===== src/rtl/serial_adder_pkg.sv =====
// rtl/serial_adder_pkg.sv - shared types and width bounds for the serial adder
package serial_adder_pkg;

    typedef enum logic [1:0] {
        IDLE = 2'd0,
        RUN  = 2'd1,
        DONE = 2'd2
    } state_t;

    localparam int WIDTH_MIN = 1;
    localparam int WIDTH_MAX = 32;

endpackage


===== src/rtl/full_adder.sv =====
// rtl/full_adder.sv - single-bit full adder cell
// Ports: a, b, carry_in (operand bits and incoming carry);
//        q (sum bit), carry_out (outgoing carry).
module full_adder (
    input  logic carry_in,
    input  logic a,
    input  logic b,
    output logic q,
    output logic carry_out
);

    logic half_sum;

    assign half_sum  = a ^ b;
    assign q         = half_sum ^ carry_in;
    assign carry_out = (a & b) | (carry_in & half_sum);

endmodule


===== src/rtl/serial_adder.sv =====
// rtl/serial_adder.sv - bit-serial WIDTH-bit adder around one full_adder cell
// Ports: clk, rst (sync, active-high);
//        in_valid/in_ready with a, b, carry_in (operand handshake);
//        out_valid/out_ready with sum, carry_out (result handshake);
//        busy (operation in RUN or DONE).
module serial_adder
    import serial_adder_pkg::*;
#(
    parameter int WIDTH = 8
) (
    input  logic             clk,
    input  logic             rst,
    input  logic             in_valid,
    output logic             in_ready,
    input  logic [WIDTH-1:0] a,
    input  logic [WIDTH-1:0] b,
    input  logic             carry_in,
    output logic             out_valid,
    input  logic             out_ready,
    output logic [WIDTH-1:0] sum,
    output logic             carry_out,
    output logic             busy
);

    // One extra count value keeps WIDTH=1 at a legal, non-zero counter width.
    localparam int CNT_W = $clog2(WIDTH + 1);

    state_t           state;
    logic [WIDTH-1:0] a_sh;
    logic [WIDTH-1:0] b_sh;
    logic [WIDTH-1:0] sum_sh;
    logic             carry_r;
    logic [CNT_W-1:0] bit_cnt;
    logic             fa_q;
    logic             fa_carry_out;

    full_adder u_full_adder (
        .carry_in  (carry_r),
        .a         (a_sh[0]),
        .b         (b_sh[0]),
        .q         (fa_q),
        .carry_out (fa_carry_out)
    );

    always_ff @(posedge clk) begin
        if (rst) begin
            state   <= IDLE;
            a_sh    <= '0;
            b_sh    <= '0;
            sum_sh  <= '0;
            carry_r <= 1'b0;
            bit_cnt <= '0;
        end else begin
            case (state)
                IDLE: begin
                    if (in_valid) begin
                        a_sh    <= a;
                        b_sh    <= b;
                        carry_r <= carry_in;
                        bit_cnt <= '0;
                        state   <= RUN;
                    end
                end
                RUN: begin
                    // New sum bit enters at the MSB; after WIDTH shifts the
                    // first (LSB) result bit has reached position 0.
                    sum_sh  <= (sum_sh >> 1) | (WIDTH'(fa_q) << (WIDTH - 1));
                    a_sh    <= a_sh >> 1;
                    b_sh    <= b_sh >> 1;
                    carry_r <= fa_carry_out;
                    bit_cnt <= bit_cnt + 1'b1;
                    if (bit_cnt == CNT_W'(WIDTH - 1)) begin
                        state <= DONE;
                    end
                end
                DONE: begin
                    if (out_ready) begin
                        state <= IDLE;
                    end
                end
                default: state <= IDLE;
            endcase
        end
    end

    // Handshake flags depend on the state register only.
    assign in_ready  = (state == IDLE);
    assign out_valid = (state == DONE);
    assign busy      = (state != IDLE);
    assign sum       = sum_sh;
    assign carry_out = carry_r;

endmodule


===== config.mk =====
export PLATFORM = sky130hd
export DESIGN_NAME = serial_adder
export DESIGN_NICKNAME = d
export VERILOG_FILES = /design/src/rtl/serial_adder_pkg.sv /design/src/rtl/full_adder.sv /design/src/rtl/serial_adder.sv
export SDC_FILE = /design/constraint.sdc
export NUM_CORES = 1
export LEC_CHECK = 0
export ABC_AREA = 1
export BUFFER_PORTS_ARGS = -buffer_cell sky130_fd_sc_hd__buf_2
export CORE_UTILIZATION = 53
export CTS_BUF_LIST = sky130_fd_sc_hd__clkbuf_16
export DETAILED_ROUTE_END_ITERATION = 12
export PLACE_DENSITY = 0.75
export SETUP_SLACK_MARGIN = 0.5
export SYNTH_ARGS = -nofsm -noshare
export SYNTH_HDL_FRONTEND = slang
export SYNTH_HIERARCHICAL = 1
export SYNTH_SLANG_ARGS = --single-unit

===== constraint.sdc =====
create_clock -name clk -period 1.5 [get_ports clk]
set_clock_uncertainty 0.15 [all_clocks]
set_input_delay 0.15 -clock clk [delete_from_list [all_inputs] [get_ports clk]]
set_output_delay 0.15 -clock clk [all_outputs]
set_load 0.03 [all_outputs]

==> summary.txt, run 1 <==
Timing
  – RSZ-0062 raised after global routing: true
  – Setup TNS: 0 ns
  – Final hold slack: 0.0424 ns
  – Min Clock Period, post-route: 1.39 ns
  – Fin. max-slew vios: 0
  – Final setup fails: 0
  – Fmax: 719 MHz
  – Hold Vio Cnt, Final: 0
  – Worst rel slew slack: 61.4%
  – Post-route clock period utilization: 92.7%
  – Slew @ Worst Pin: 0.578 ns

Yosys
  – Syn nets: 232
  – Cell with the most instances after synthesis: nand2_1
  – Synth top cells by count: 45 x nand2_1, 40 x nor2_1, 33 x nand3_1, 31 x dfxtp_1, 21 x inv_1
  – Synth Flop Type: dfxtp_1
  – EDFF count, synth: 0
  – Post-synth top area cell: dfxtp_1
  – Top cells by area, synth: dfxtp_1 42%, nand2_1 11%, nand3_1 11%
  – Post-Syn Area: 0.00148 sq mm
  – Synth top area share: 42.0%
  – Ys async rst share: 0%
  – Synth cell types: 20
  – Seq cells post-synth: 31
  – Average size of a mapped cell: 7.07 sq um
  – Register area share after synthesis: 42.0%
  – Syn Inst Count: 209
  – Ys Warns: 6

Clock network
  – H-Tree Depth: 2
  – CTS root buffer: clkbuf_16
  – Worst-case clock buffer depth: 2
  – Worst-skew pair later-pin latency: 0.27 ns
  – Sink Count: 31
  – CTS tree: yes
  – Num CTS Buffers: 5
  – Clock slew at reported path FFs: 0.05 ns

Routing
  – DR WL/cell: 13.4 microns
  – Routed vias: 1555
  – Antenna-violating nets left: 0
  – Final WL: 3.93 mm
  – Post-route DRC: 0
  – Drt first pass iters: 4
  – 1st-iter DRT viols: 36
  – Vias per cell: 5.29

Finish
  – Antenna fix cells: 0
  – Non-filler cells, final: 294
  – Final layout net count: 286
  – Fill count: 150
  – Share of cells above drive strength 1: 38.6%
  – Area growth syn-to-layout: 46.7%
  – Post-route cell area: 0.00217 sq mm

Die
  – Die Height: 54.8 microns
  – IO Pins: 33
  – Total Die Area: 0.00300 sq mm
  – Core ar.: 0.00254 sq mm
  – Die width: 54.8 microns
  – Starting Density: 58.1%
  – Site Rows: 18

Placed design
  – I/O Buffers: 32
  – HPWL Detailed: 2.15 mm
  – DP Cell Count: 266
  – GPL Wtd Cong: 0.790
  – Cell Area, Placed: 0.00167 sq mm

Power
  – Sw power: 0.000772 W
  – Static leakage: 1.05 nW
  – Maximum vdd drop: 0.00105 V
  – Clock power frac: 35.6%
  – Sw frac: 29.7%
  – Share of power burned in registers: 37.1%
  – Pint: 0.00183 W
  – Pwr/cell area: 1200 mW/mm^2
  – Design Power: 0.00260 W
  – Comb power frac: 27.3%

Worst setup path
  – Reg-to-Reg End: a_sh[6]
  – R2R depth: 8
  – CP Launch Type: flip-flop
  – Setup crit end kind: primary output
  – Crit-path max FO: 4
  – WP data arrival: 1.09 ns
  – CP Class: flip-flop to primary output
  – R2r startpoint: state[0]
  – Worst reg2reg setup slack: 0.15 ns
  – Req. time, crit path: 1.20 ns

Global route
  – Antenna violations before repair: 0
  – GRT Overall Usage: 27.7%
  – First-pass GRT wire length: 5.70 mm
  – Vias in the first global route: 1376
  – Overflow after GRT: 0
  – Pin count of the biggest net entering global routing: 20

Min path
  – Hold Path Stages: 5
  – Hold endpoint: a_sh[3]
  – Hold Startpoint: a[3]
  – Worst Hold Class: input port to flip-flop

Flow run
  – Max-cap viol count: 0

Status
  – Outcome: finished clean
==> cells by family after synthesis <==
kind of cell / after synthesis / share of synthesized area, %
compound gates: 20 / 7.03
fa+ha+maj: 2 / 2.20
buf+inv: 32 / 11.2
flops: 31 / 42.0
simple gates: 124 / 37.6
==> worst max-delay path by stage <==
stage               depth (start not counted)  startpoint        end  slack (ns)
floorplan                                   5   carry_out  carry_out        0.26
detailed placement                          6    state[0]    b_sh[2]        0.10
global route                                8    state[0]    a_sh[5]        0.09
global placement                            6    state[0]    b_sh[3]        0.16
CTS                                         3    state[0]   in_ready        0.13
finish                                      3    state[1]   in_ready        0.11
==> worst max-delay path, cell delays in order (launching register included) <==
cell and delay, ns:
dfxtp_4 0.36, nor2_4 0.20, buf_12 0.14, buf_8 0.11
==> cell usage in the layout, fill, tap and decap left out, drive strengths merged <==
cell type     n
nand2        48
clkbuf        5
dfxtp        31
dlygate4sd3   2
nand3        33
inv          24
a21oi         8
o21ai        12
buf          54
ha            1
clkinv        2
nor2         43
fa            1
==> registers in the layout (all words and copies together), names as in the netlist <==
name,flops
state,2
b_sh,8
bit_cnt,4
sum,8
a_sh,8
carry_out,1
==> metal layers <==
layer  global-route usage (%)  routed length [microns]  part of all wire [%]
met5                        0                        0                     0
met3                     8.89                      191                   4.9
met4                     12.8                       59                   1.5
met2                     49.0                     2080                    53
met1                     29.4                     1600                    41
==> area by class of cell <==
cell class              instances  area, sq um  area share (%)
flip-flops and latches         31          643            29.7
clock inverters                 3         11.3           0.520
clock buffers                   5          125            5.77
well taps                      30         37.5            1.73
multi-input cells             146          774            35.7
repair buffers                 56          484            22.3
inverters                      23         91.3            4.21
==> timing repair <==
item,in CTS,in global routing
hold endpoints to repair,2,0
hold buffers,2,0
pin swaps,10,16
setup buffers,12,6
resized for setup,49,16
endpoints found under the setup margin,43,43
==> power by group through the flow <==
stage | combinational, W | clock (W) | sequential [W]
after global placement | 0.000477 | 0 | 0.000964
after detailed placement | 0.000489 | 0 | 0.000967
after CTS | 0.000644 | 0.000934 | 0.000961
final | 0.000709 | 0.000927 | 0.000965
after global routing | 0.000765 | 0.000971 | 0.000974
after floorplan | 0.000316 | 0 | 0.00101
==> metrics by stage <==
stage	setup slack, ns	utilization, %
floorplan	0.261	-
global placement	0.156	65.6
detailed placement	0.102	65.6
CTS	0.133	81.4
global route	0.0915	85.2
finish	0.110	85.2
Power figures use the tool's default switching activity.
==> run 2, diff against run 1 <==
--- a/config.mk
+++ b/config.mk
@@ -7,7 +7,9 @@
 export LEC_CHECK = 0
 export ABC_AREA = 1
 export BUFFER_PORTS_ARGS = -buffer_cell sky130_fd_sc_hd__buf_2
-export CORE_UTILIZATION = 53
+export CELL_PAD_IN_SITES_DETAIL_PLACEMENT = 0
+export CELL_PAD_IN_SITES_GLOBAL_PLACEMENT = 2
+export CORE_UTILIZATION = 29
 export CTS_BUF_LIST = sky130_fd_sc_hd__clkbuf_16
 export DETAILED_ROUTE_END_ITERATION = 12
 export PLACE_DENSITY = 0.75
==> constraint.sdc (replaced) <==
create_clock -name clk -period 1.5 [get_ports clk]
set_clock_uncertainty 0.15 [all_clocks]
set_input_delay 0.15 -clock clk [delete_from_list [all_inputs] [get_ports clk]]
set_output_delay 0.15 -clock clk [all_outputs]
set_load 0.005 [all_outputs]
==> summary.txt, run 2 (synthesis gave the netlist of run 1 again) <==
Status
  – Outcome: finished clean

Global route
  – First-pass GRT wire length: 6.20 mm (+8.8%)
  – Vias in the first global route: 1268 (-7.8%)
  – Pin count of the biggest net entering global routing: 19 (-5.0%)
  – Overflow after GRT: 0 (unchanged)
  – Antenna violations before repair: 0 (unchanged)
  – GRT Overall Usage: 15.7% (-12 points)

Routing
  – Antenna-violating nets left: 0 (unchanged)
  – DR WL/cell: 11.5 microns (-14%)
  – Drt first pass iters: 4 (unchanged)
  – Final WL: 3.81 mm (-3.0%)
  – Vias per cell: 4.32 (-18%)
  – Routed vias: 1435 (-7.7%)
  – Post-route DRC: 0 (unchanged)
  – 1st-iter DRT viols: 72 (+100%)

Placed design
  – Pre-CTS setup slack: 0.223 ns (+0.120 ns)
  – I/O Buffers: 32 (unchanged)
  – HPWL Detailed: 2.48 mm (+15%)
  – GPL Wtd Cong: 0.715 (-9.5%)

Clock network
  – CTS root buffer: clkbuf_16
  – Sink Count: 31 (unchanged)
  – Worst-case clock buffer depth: 2 (unchanged)
  – Num CTS Buffers: 5 (unchanged)
  – CTS tree: yes
  – H-Tree Depth: 2 (unchanged)
  – Worst-skew pair later-pin latency: 0.28 ns (about the same)
  – Clock slew at reported path FFs: 0.06 ns (about the same)

Power
  – Pint: 0.00181 W (-1.0%)
  – Comb power frac: 23.8% (-3.5 points)
  – Sw power: 0.000734 W (-4.8%)
  – Sw frac: 28.8% (-0.81 points)
  – Pwr/cell area: 1160 mW/mm^2 (-3.8%)
  – Static leakage: 1.07 nW (+1.8%)
  – Clock power frac: 38.8% (+3.2 points)
  – Maximum vdd drop: 0.000433 V (-59%)
  – Share of power burned in registers: 37.5% (+0.4 points)

Timing
  – Final setup margin: 0.169 ns (+0.0594 ns)
  – Hold Vio Cnt, Final: 0 (unchanged)
  – Final setup fails: 0 (unchanged)
  – Final hold slack: 0.0506 ns (+0.00827 ns)
  – Fin. max-slew vios: 0 (unchanged)
  – Fmax: 751 MHz (+4.5%)
  – Min Clock Period, post-route: 1.33 ns (-0.0594 ns)
  – Worst rel slew slack: 70.0% (+8.6 points)
  – RSZ-0062 raised after global routing: true
  – Setup TNS: 0 ns (unchanged)
  – Slew @ Worst Pin: 0.450 ns (-0.129 ns)
  – Post-route clock period utilization: 88.7% (-4.0 points)

Worst setup path
  – Slowest cell on the critical path: dfxtp_4
  – WP data arrival: 1.03 ns (-0.06 ns)
  – Critical path cell sequence: nor2_4 -> buf_12 -> buf_6
  – Req. time, crit path: 1.20 ns (about the same)
  – Worst path bufs/invs: 2 (unchanged)
  – CP peak stage delay: 0.36 ns (about the same)
  – CP Launch Type: flip-flop
  – Top delay family on crit path: flip-flops
  – Crit-path max FO: 3 (-1)
  – CP Class: flip-flop to primary output
  – Setup crit end kind: primary output

Finish
  – Commonest non-fill, non-tap cell in the layout: nor2_1
  – Area of the multi-input gates: 812 sq um (+4.8%)
  – Antenna fix cells: 0 (unchanged)
  – Final layout net count: 287 (+0.35%)
  – Area growth syn-to-layout: 49.1%
  – Register area: 641 sq um (-0.39%)
  – Fill count: 522 (+250%)
  – Commonest non-fill, non-tap cells in the layout: 38 x nor2_1, 36 x nand2_1, 29 x buf_2
  – Final core utilization: 45.7% (-39 points)
  – Share of cells above drive strength 1: 41.5% (+2.9 points)

Die
  – Die Height: 73.4 microns (+34%)
  – Site Rows: 25 (+7)
  – Die width: 73.4 microns (+34%)
  – Starting Density: 30.7% (-27 points)
  – Core ar.: 0.00482 sq mm (+89%)
  – IO Pins: 33 (unchanged)
  – Total Die Area: 0.00538 sq mm (+79%)

Flow run
  – Max-cap viol count: 0 (unchanged)

Min path
  – Worst Hold Class: input port to flip-flop
-- run 2: cell count changes in the layout (fill, tap and decap cells not counted), moves of 3 or more --
| cell | before | now |
|---|---|---|
| buf_2 | 20 | 29 |
| buf_6 | 15 | 6 |
| nand3_1 | 29 | 25 |
| inv_1 | 21 | 18 |
| nand3_2 | 4 | 7 |
-- run 2: routing by layer --
metal	vias up	GRT usage, %	wire [microns]
met5	-	0	0
met4	0	5.77	60
met3	6	5.08	169
met2	27	24.1	1730
met1	637	20.5	1850
li1	765	-	-
-- run 2: final timing paths --
kind                  from  endpoint  slack [ns]  depth (start not counted)
setup / recovery  state[1]  in_ready        0.17                          3
hold / removal        a[5]   a_sh[5]        0.05                          5
setup reg to reg  state[1]   a_sh[0]        0.21                          7
hold reg to reg     sum[0]    sum[0]        0.30                          2
-- run 2: through the flow --
| step | total power (W) | cell area (sq um) | std cells |
|---|---|---|---|
| after floorplan | 0.00126 | 1500 | 209 |
| after global routing | 0.00269 | 2200 | 332 |
| after detailed placement | 0.00141 | 1740 | 308 |
| after CTS | 0.00252 | 2090 | 330 |
| final | 0.00255 | 2200 | 332 |
| after global placement | 0.00141 | 1740 | 308 |
-- run 2: tightest hold or removal path, delay by kind of cell --
kind	cells	cell delay [ns]
buffers and inverters	2	0.13
and+or+nand+nor	3	0.18
-- run 2: area by class of cell --
cell class / count / area share, %
clock buffers: 5 / 5.68
clock inverters: 3 / 0.909
inverters: 23 / 4.15
multi-input cells: 146 / 36.9
flip-flops and latches: 31 / 29.1
well taps: 67 / 3.80
repair buffers: 57 / 19.5
-- run 2: power by group through the flow --
stage | Clock, W | Sequential, W | Combinational (W)
floorplan | 0 | 0.000958 | 0.000302
global placement | 0 | 0.000968 | 0.000442
detailed placement | 0 | 0.000966 | 0.000443
CTS | 0.00101 | 0.000949 | 0.000559
global route | 0.00106 | 0.000963 | 0.000668
finish | 0.000987 | 0.000954 | 0.000605
-- run 2: timing repair --
item	4_1_cts	5_1_grt
hold endpoints to repair	2	0
pin swaps	8	11
cloned	0	0
hold buffers	2	0
setup endpoints to repair	43	43
buffers inserted	12	2
gates resized for setup	28	24
